## config.mk

```make
export PLATFORM = sky130hd
export DESIGN_NAME = uart_tx_serializer
export DESIGN_NICKNAME = d
export VERILOG_FILES = /design/src/rtl/uart_tx_serializer.sv
export SDC_FILE = /design/constraint.sdc
export NUM_CORES = 1
export LEC_CHECK = 0
export ABC_AREA = 1
export CAP_MARGIN = 0
export CORE_MARGIN = 2
export CORE_UTILIZATION = 61
export DETAILED_ROUTE_END_ITERATION = 10
export GPL_ROUTABILITY_DRIVEN = 1
export PLACE_DENSITY = 0.86
export SLEW_MARGIN = 25
export SYNTH_ARGS = -nofsm -noshare
export SYNTH_HDL_FRONTEND = slang
export SYNTH_SLANG_ARGS = --single-unit
```

## constraint.sdc

```tcl
create_clock -name clk_i -period 4.3 [get_ports clk_i]
set_clock_uncertainty 0.1 [all_clocks]
set_input_delay 0.86 -clock clk_i [delete_from_list [all_inputs] [get_ports clk_i]]
set_output_delay 0.86 -clock clk_i [all_outputs]
set_load 0.02 [all_outputs]
```

## src/rtl/uart_tx_serializer.sv

```systemverilog
// 8N1 UART transmitter that pops bytes from an upstream FIFO, one frame at a time.
// State table:  IDLE: line high, waiting for a byte | START: start bit | DATA: bits 0..7, LSB first | STOP: stop bit
module uart_tx_serializer #(
  parameter int unsigned ClksPerBit = 104
) (
  input  logic       clk_i,
  input  logic       reset_i,
  input  logic [7:0] data_i,
  input  logic       have_next_i,
  output logic       ack_o,
  output logic       tx_o,
  output logic       busy_o
);

  localparam logic [1:0] IDLE  = 2'd0;
  localparam logic [1:0] START = 2'd1;
  localparam logic [1:0] DATA  = 2'd2;
  localparam logic [1:0] STOP  = 2'd3;

  localparam logic [15:0] BaudLast = 16'(ClksPerBit - 1);

  logic [1:0]  r_state;
  logic [15:0] r_baud;
  logic [2:0]  r_bit;
  logic [7:0]  r_shift;
  logic        r_tx;
  logic        r_ack;
  logic        r_busy;
  logic        w_bit_end;

  assign w_bit_end = (r_baud == BaudLast);

  always_ff @(posedge clk_i or negedge reset_i) begin
    if (!reset_i) begin
      r_state <= IDLE;
      r_baud  <= 16'd0;
      r_bit   <= 3'd0;
      r_shift <= 8'd0;
      r_tx    <= 1'b1;
      r_ack   <= 1'b0;
      r_busy  <= 1'b0;
    end else begin
      r_ack <= 1'b0;
      case (r_state)
        IDLE: begin
          r_baud <= 16'd0;
          r_bit  <= 3'd0;
          r_tx   <= 1'b1;
          r_busy <= 1'b0;
          if (have_next_i) begin
            r_shift <= data_i;
            r_ack   <= 1'b1;
            r_tx    <= 1'b0;
            r_busy  <= 1'b1;
            r_state <= START;
          end
        end
        START: begin
          if (w_bit_end) begin
            r_baud  <= 16'd0;
            r_bit   <= 3'd0;
            r_tx    <= r_shift[0];
            r_state <= DATA;
          end else begin
            r_baud <= r_baud + 16'd1;
          end
        end
        DATA: begin
          if (w_bit_end) begin
            r_baud  <= 16'd0;
            r_shift <= {1'b0, r_shift[7:1]};
            if (r_bit == 3'd7) begin
              r_tx    <= 1'b1;
              r_state <= STOP;
            end else begin
              // next bit is shift[1] because the shift lands on this same edge
              r_tx  <= r_shift[1];
              r_bit <= r_bit + 3'd1;
            end
          end else begin
            r_baud <= r_baud + 16'd1;
          end
        end
        STOP: begin
          if (w_bit_end) begin
            r_baud  <= 16'd0;
            r_busy  <= 1'b0;
            r_state <= IDLE;
          end else begin
            r_baud <= r_baud + 16'd1;
          end
        end
        default: begin
          r_state <= IDLE;
          r_tx    <= 1'b1;
          r_busy  <= 1'b0;
        end
      endcase
    end
  end

  assign ack_o  = r_ack;
  assign tx_o   = r_tx;
  assign busy_o = r_busy;

endmodule

```

Yosys cells after proc, flatten, opt, wreduce, memory -nomap -nowiden
Cells that the tools add are included.
- logic and storage cells: 54
- input port bits: 11
- bits in writable memories: 0
- memory bits (read-only): 0
- memories: 0
- output and inout port bits: 3
- bits in registers: 32
- bits in latches: 0
- shifts and indexed selects: 0
- mux-type cells: 24
- div/mod/pow operators: 0
- bitwise logic cells: 0
- order comparisons: 0
- multiply operators: 0
- add/subtract/negate cells: 2
- reduce and logical (&&, ||, !) cells: 10
- eq/ne operators: 11
- operators by type and width (operator ; number):
    one-hot mux 16 bit (2 select lines) ; 1
    adder 16 x 1 -> 16 bit, second input constant ; 1
    equality test 16 x 7 -> 1 bit, second input constant ; 1
    2-to-1 mux 16 bit ; 1
    2-to-1 mux 8 bit ; 2
    one-hot mux 8 bit (2 select lines) ; 1
    inequality test 2 bit, second input constant ; 6
    2-to-1 mux 2 bit ; 5
    2-to-1 mux 3 bit ; 3
    one-hot mux 3 bit (3 select lines) ; 1
    one-hot mux 2 bit (4 select lines) ; 1
    2-to-1 mux 1 bit ; 7
    AND reduction 3 bit ; 2
    AND reduction 5 bit ; 1
    equality test 2 bit, second input constant ; 2
    AND reduction 4 bit ; 1
    nonzero test 2 bit ; 2
    adder 3 x 1 -> 3 bit, second input constant ; 1
    equality test 3 bit, second input constant ; 1
    one-hot mux 1 bit (3 select lines) ; 1
    nonzero test 3 bit ; 1
    OR reduction 3 bit ; 1
    equality test 2 x 1 -> 1 bit, second input constant ; 1
    zero test 2 bit ; 1
    other kinds (2) ; 2

Depth between registers and ports, before layout
- depth after elaboration: 4
- mapped depth: 11
- mapped depth without buffers: 10

Worst setup path before layout
Ideal clock, no wire load.
- kind: input to register
- from: in have_next_i
- to: reg r_shift[6]
- setup slack: 2.647 ns
- stages: 6
- path buffers: 1
- required time: 4.078 ns
- data arrival time: 1.432 ns
- path through: inv_1 a21oi_1 nand2_4 buf_6 nand2_2 o21ai_2
- longest elaborated chain between the ends: 2
- ends and longest elaborated chain (item ; line ; source):
    start, declared ; 9 ; input logic have_next_i,
    inequality test 2 bit (no source line) ; -- ;
    AND reduction 3 bit (no source line) ; -- ;
    end signal, assigned ; 51 ; r_shift <= data_i;
    end signal, assigned ; 71 ; r_shift <= {1'b0, r_shift[7:1]};
    end, declared ; 25 ; logic [7:0] r_shift;
No other way between the ends.
A chain may end at the register's enable or synchronous reset.

Final worst setup path
- from: reg r_tx (netlist: tx_o)
- to: out tx_o
- RTL lines (item ; line ; source):
    start, declared ; 26 ; logic r_tx;
    start signal, assigned ; 62 ; r_tx <= r_shift[0];
    start signal, assigned ; 77 ; r_tx <= r_shift[1];
    end, declared ; 11 ; output logic tx_o,
No word-level cell between the ends.

==> flow_summary_export.csv <==
group,metric,value,unit
status,status,"completed",
global_route,antenna_found_initial,0,
worst_setup_path,cp_max_fo,2,
worst_setup_path,crit_family,"buffers and inverters",
placement,portBuffers,13,
worst_setup_path,path_cells,"clkdlybuf4s50_1",
clocking,clockBufferDepth,2,
placement,gp_congestion,0.862,
cells_and_area,nFillCells,227,
floorplanning,rows,19,
cells_and_area,n_antenna_cell,0,
route,postRouteAntennaNets,0,
timing,fin_ws,1890,ps
floorplanning,io_pins,14,
worst_setup_path,worstPathRequired,3340,ps
route,drt_iter0_markers,73,
clocking,hold_buffers,0,
synth,synthTopCellsByArea,"dfrtp_1, nand2_1, nor2_1",
cells_and_area,drive_gt1_frac,0.145,
placement,dpl.hpwl,2.46,mm
clocking,cts_tree,"yes",
timing,slew_headroom,0.533,
clocking,clock_sinks,32,
synth,synth_cell_types,29,
worst_setup_path,rr_worst_depth,7,
placement,dpl.cell_count,245,
floorplanning,die_h,57.6,um
global_route,grtUsageTotal,0.244,
hold_path,hold_class,"reg2reg",
timing,setup_violations,0,
synth,synth_top_area_frac,0.443,
route,wl_per_cell,13.4,um
worst_setup_path,cp-start-kind,"flip-flop",
synth,netlist_area,1750,um^2
cells_and_area,finalNonFillerCells,252,
clocking,cts.clk_slew.worst_paths,90,ps
synth,ys_warn_count,0,
timing,period_share,0.562,
synth,synth_cells,203,
worst_setup_path,crit_path_top_delay_cell,"clkdlybuf4s50_1",
timing,hold_viol,0,
global_route,grt_overflow,0,
power,power.total,1150,uW
worst_setup_path,crit_path_end_kind,"output port",
worst_setup_path,arrival,1450,ps
hold_path,hold-path-cell-count,1,
synth,ys_ff_latch,32,
clocking,htreeDepth,2,
floorplanning,fp.dieW,57.6,um
global_route,grt_pass1_wl,6.07,mm
floorplanning,dieArea,3310,um^2
synth,synth_commonest_cells,"nand2_1, dfrtp_1, nor2_1",
worst_setup_path,critPathKind,"reg2out",
clocking,cts-resized-gates,0,
route,drc,0,
run,maxCapViolations,0,
route,dr.pass1.iters,4,
route,routed_wl,3.37,mm
clocking,root_buffer,"clkbuf_4",
timing,min_period,2410,ps
clocking,numCtsBuffers,5,
timing,fmax,414,MHz
floorplanning,core_area,2730,um^2
worst_setup_path,cpPeakStageDelay,600,ps
synth,synth_edf_count,0,
floorplanning,start_util,0.640,
synth,yosysMostFrequentCell,"nand2_1",
synth,synth_fp_nets,221,
synth,ys_dominant_reg_cell,"dfrtp_1",
global_route,grt_pass1_vias,1414,
clocking,post-cts-setup-buffers,0,
synth,ys_seq_area_frac,0.459,
power,p_per_area,586,nW/um^2
timing,worst_slew_pin_slew,701,ps
power,vdd_drop_max,490,uV
clocking,clock_latency,330,ps
route,dr_total_vias,1373,
worst_setup_path,cp.depth,1,
synth,syn_area_per_cell,8.62,um^2
timing,grt_setup_unrepaired,"no",
timing,slew_violations,0,
timing,tns,0,ps
cells_and_area,fin_area,1970,um^2
worst_setup_path,crit_buf_inv,1,
synth,async_reset_ff_frac,1.00,
placement,dp_slack,2080,ps
power,leakagePower,0.000940,uW
placement,dpl_cell_area,1900,um^2
global_route,grt_start_max_net_pins,33,
synth,yosysTopAreaCell,"dfrtp_1",
route,vias_per_cell,5.45,
cells_and_area,syn2layout_area_growth,12.6,%
cells_and_area,nets,239,
==> flip-flops by register name, indices dropped and copies added, names as in the netlist <==
name,count
busy_o,1
r_bit,3
tx_o,1
ack_o,1
r_state,2
r_shift,8
r_baud,16
==> cell families after synthesis <==
logic type,after synthesis,share of synthesized area
fa+ha+maj,7,0.0501
simple gates,108,0.288
compound gates,21,0.0808
buf+inv,22,0.0529
mux,6,0.0343
xor+xnor,7,0.0351
flops,32,0.459
==> metal layers <==
| layer | track usage | routed length, um | vias to the layer above |
|---|---|---|---|
| met5 | 0 | 0 | - |
| met1 | 0.281 | 1450 | 644 |
| met4 | 0.0997 | 58 | 0 |
| li1 | - | - | 690 |
| met3 | 0.0658 | 138 | 9 |
| met2 | 0.425 | 1730 | 30 |
==> metrics by stage <==
| stage | util | hold WS (ps) |
|---|---|---|
| 2_1_floorplan | - | 333 |
| 3_3_place_gp | 0.697 | 347 |
| 3_5_place_dp | 0.697 | 359 |
| 4_1_cts | 0.720 | 375 |
| 5_1_grt | 0.720 | 401 |
| 6_report | 0.720 | 368 |
==> power breakdown <==
group,internal [uW],switching (uW)
clock network,92.6,98.1
logic,199,323
registers,386,54.2
total,678,476
==> worst register-to-register path, delay by kind of cell (launching register included) <==
| family | cells | cell delay (ps) |
|---|---|---|
| adder cells (fa/ha/maj) | 1 | 620 |
| buffers and inverters | 1 | 110 |
| AND/OR/NAND/NOR | 3 | 470 |
| AO/OA/AOI/OAI | 2 | 310 |
| flip-flops | 1 | 430 |
==> placed cells by master (no fill, tap or decap), types with 3 or more instances in the layout <==
| cell type | instances |
|---|---|
| nand4_1 | 7 |
| clkdlybuf4s50_1 | 13 |
| nor2_1 | 30 |
| nand2_2 | 6 |
| clkbuf_4 | 5 |
| nand3_1 | 10 |
| xor2_1 | 6 |
| nand2_1 | 43 |
| mux2i_1 | 6 |
| o21ai_0 | 6 |
| inv_1 | 18 |
| o21ai_2 | 8 |
| ha_1 | 7 |
| nand2_4 | 3 |
| a21oi_1 | 3 |
| dfrtp_1 | 31 |
==> cell type report <==
cell class	instances	area, um^2	share of cell area
Inverter	19	71.3	0.0362
Tap cell	31	38.8	0.0197
Sequential cell	32	802	0.407
Clock buffer	7	65.1	0.0330
Timing Repair Buffer	14	138	0.0699
Multi-Input combinational cell	149	855	0.434
==> final timing paths <==
kind                                 start  slack (ps)          to
worst max register to register  r_state[0]        2170  r_shift[3]
worst min-delay path             r_baud[0]         370   r_baud[0]
min in group asynchronous          reset_i         820   r_baud[2]
max in group asynchronous          reset_i        2950        tx_o
worst max-delay path                  tx_o        1890        tx_o
worst min register to register   r_baud[0]         370   r_baud[0]
Note: power is estimated with default switching activity, not from simulation.
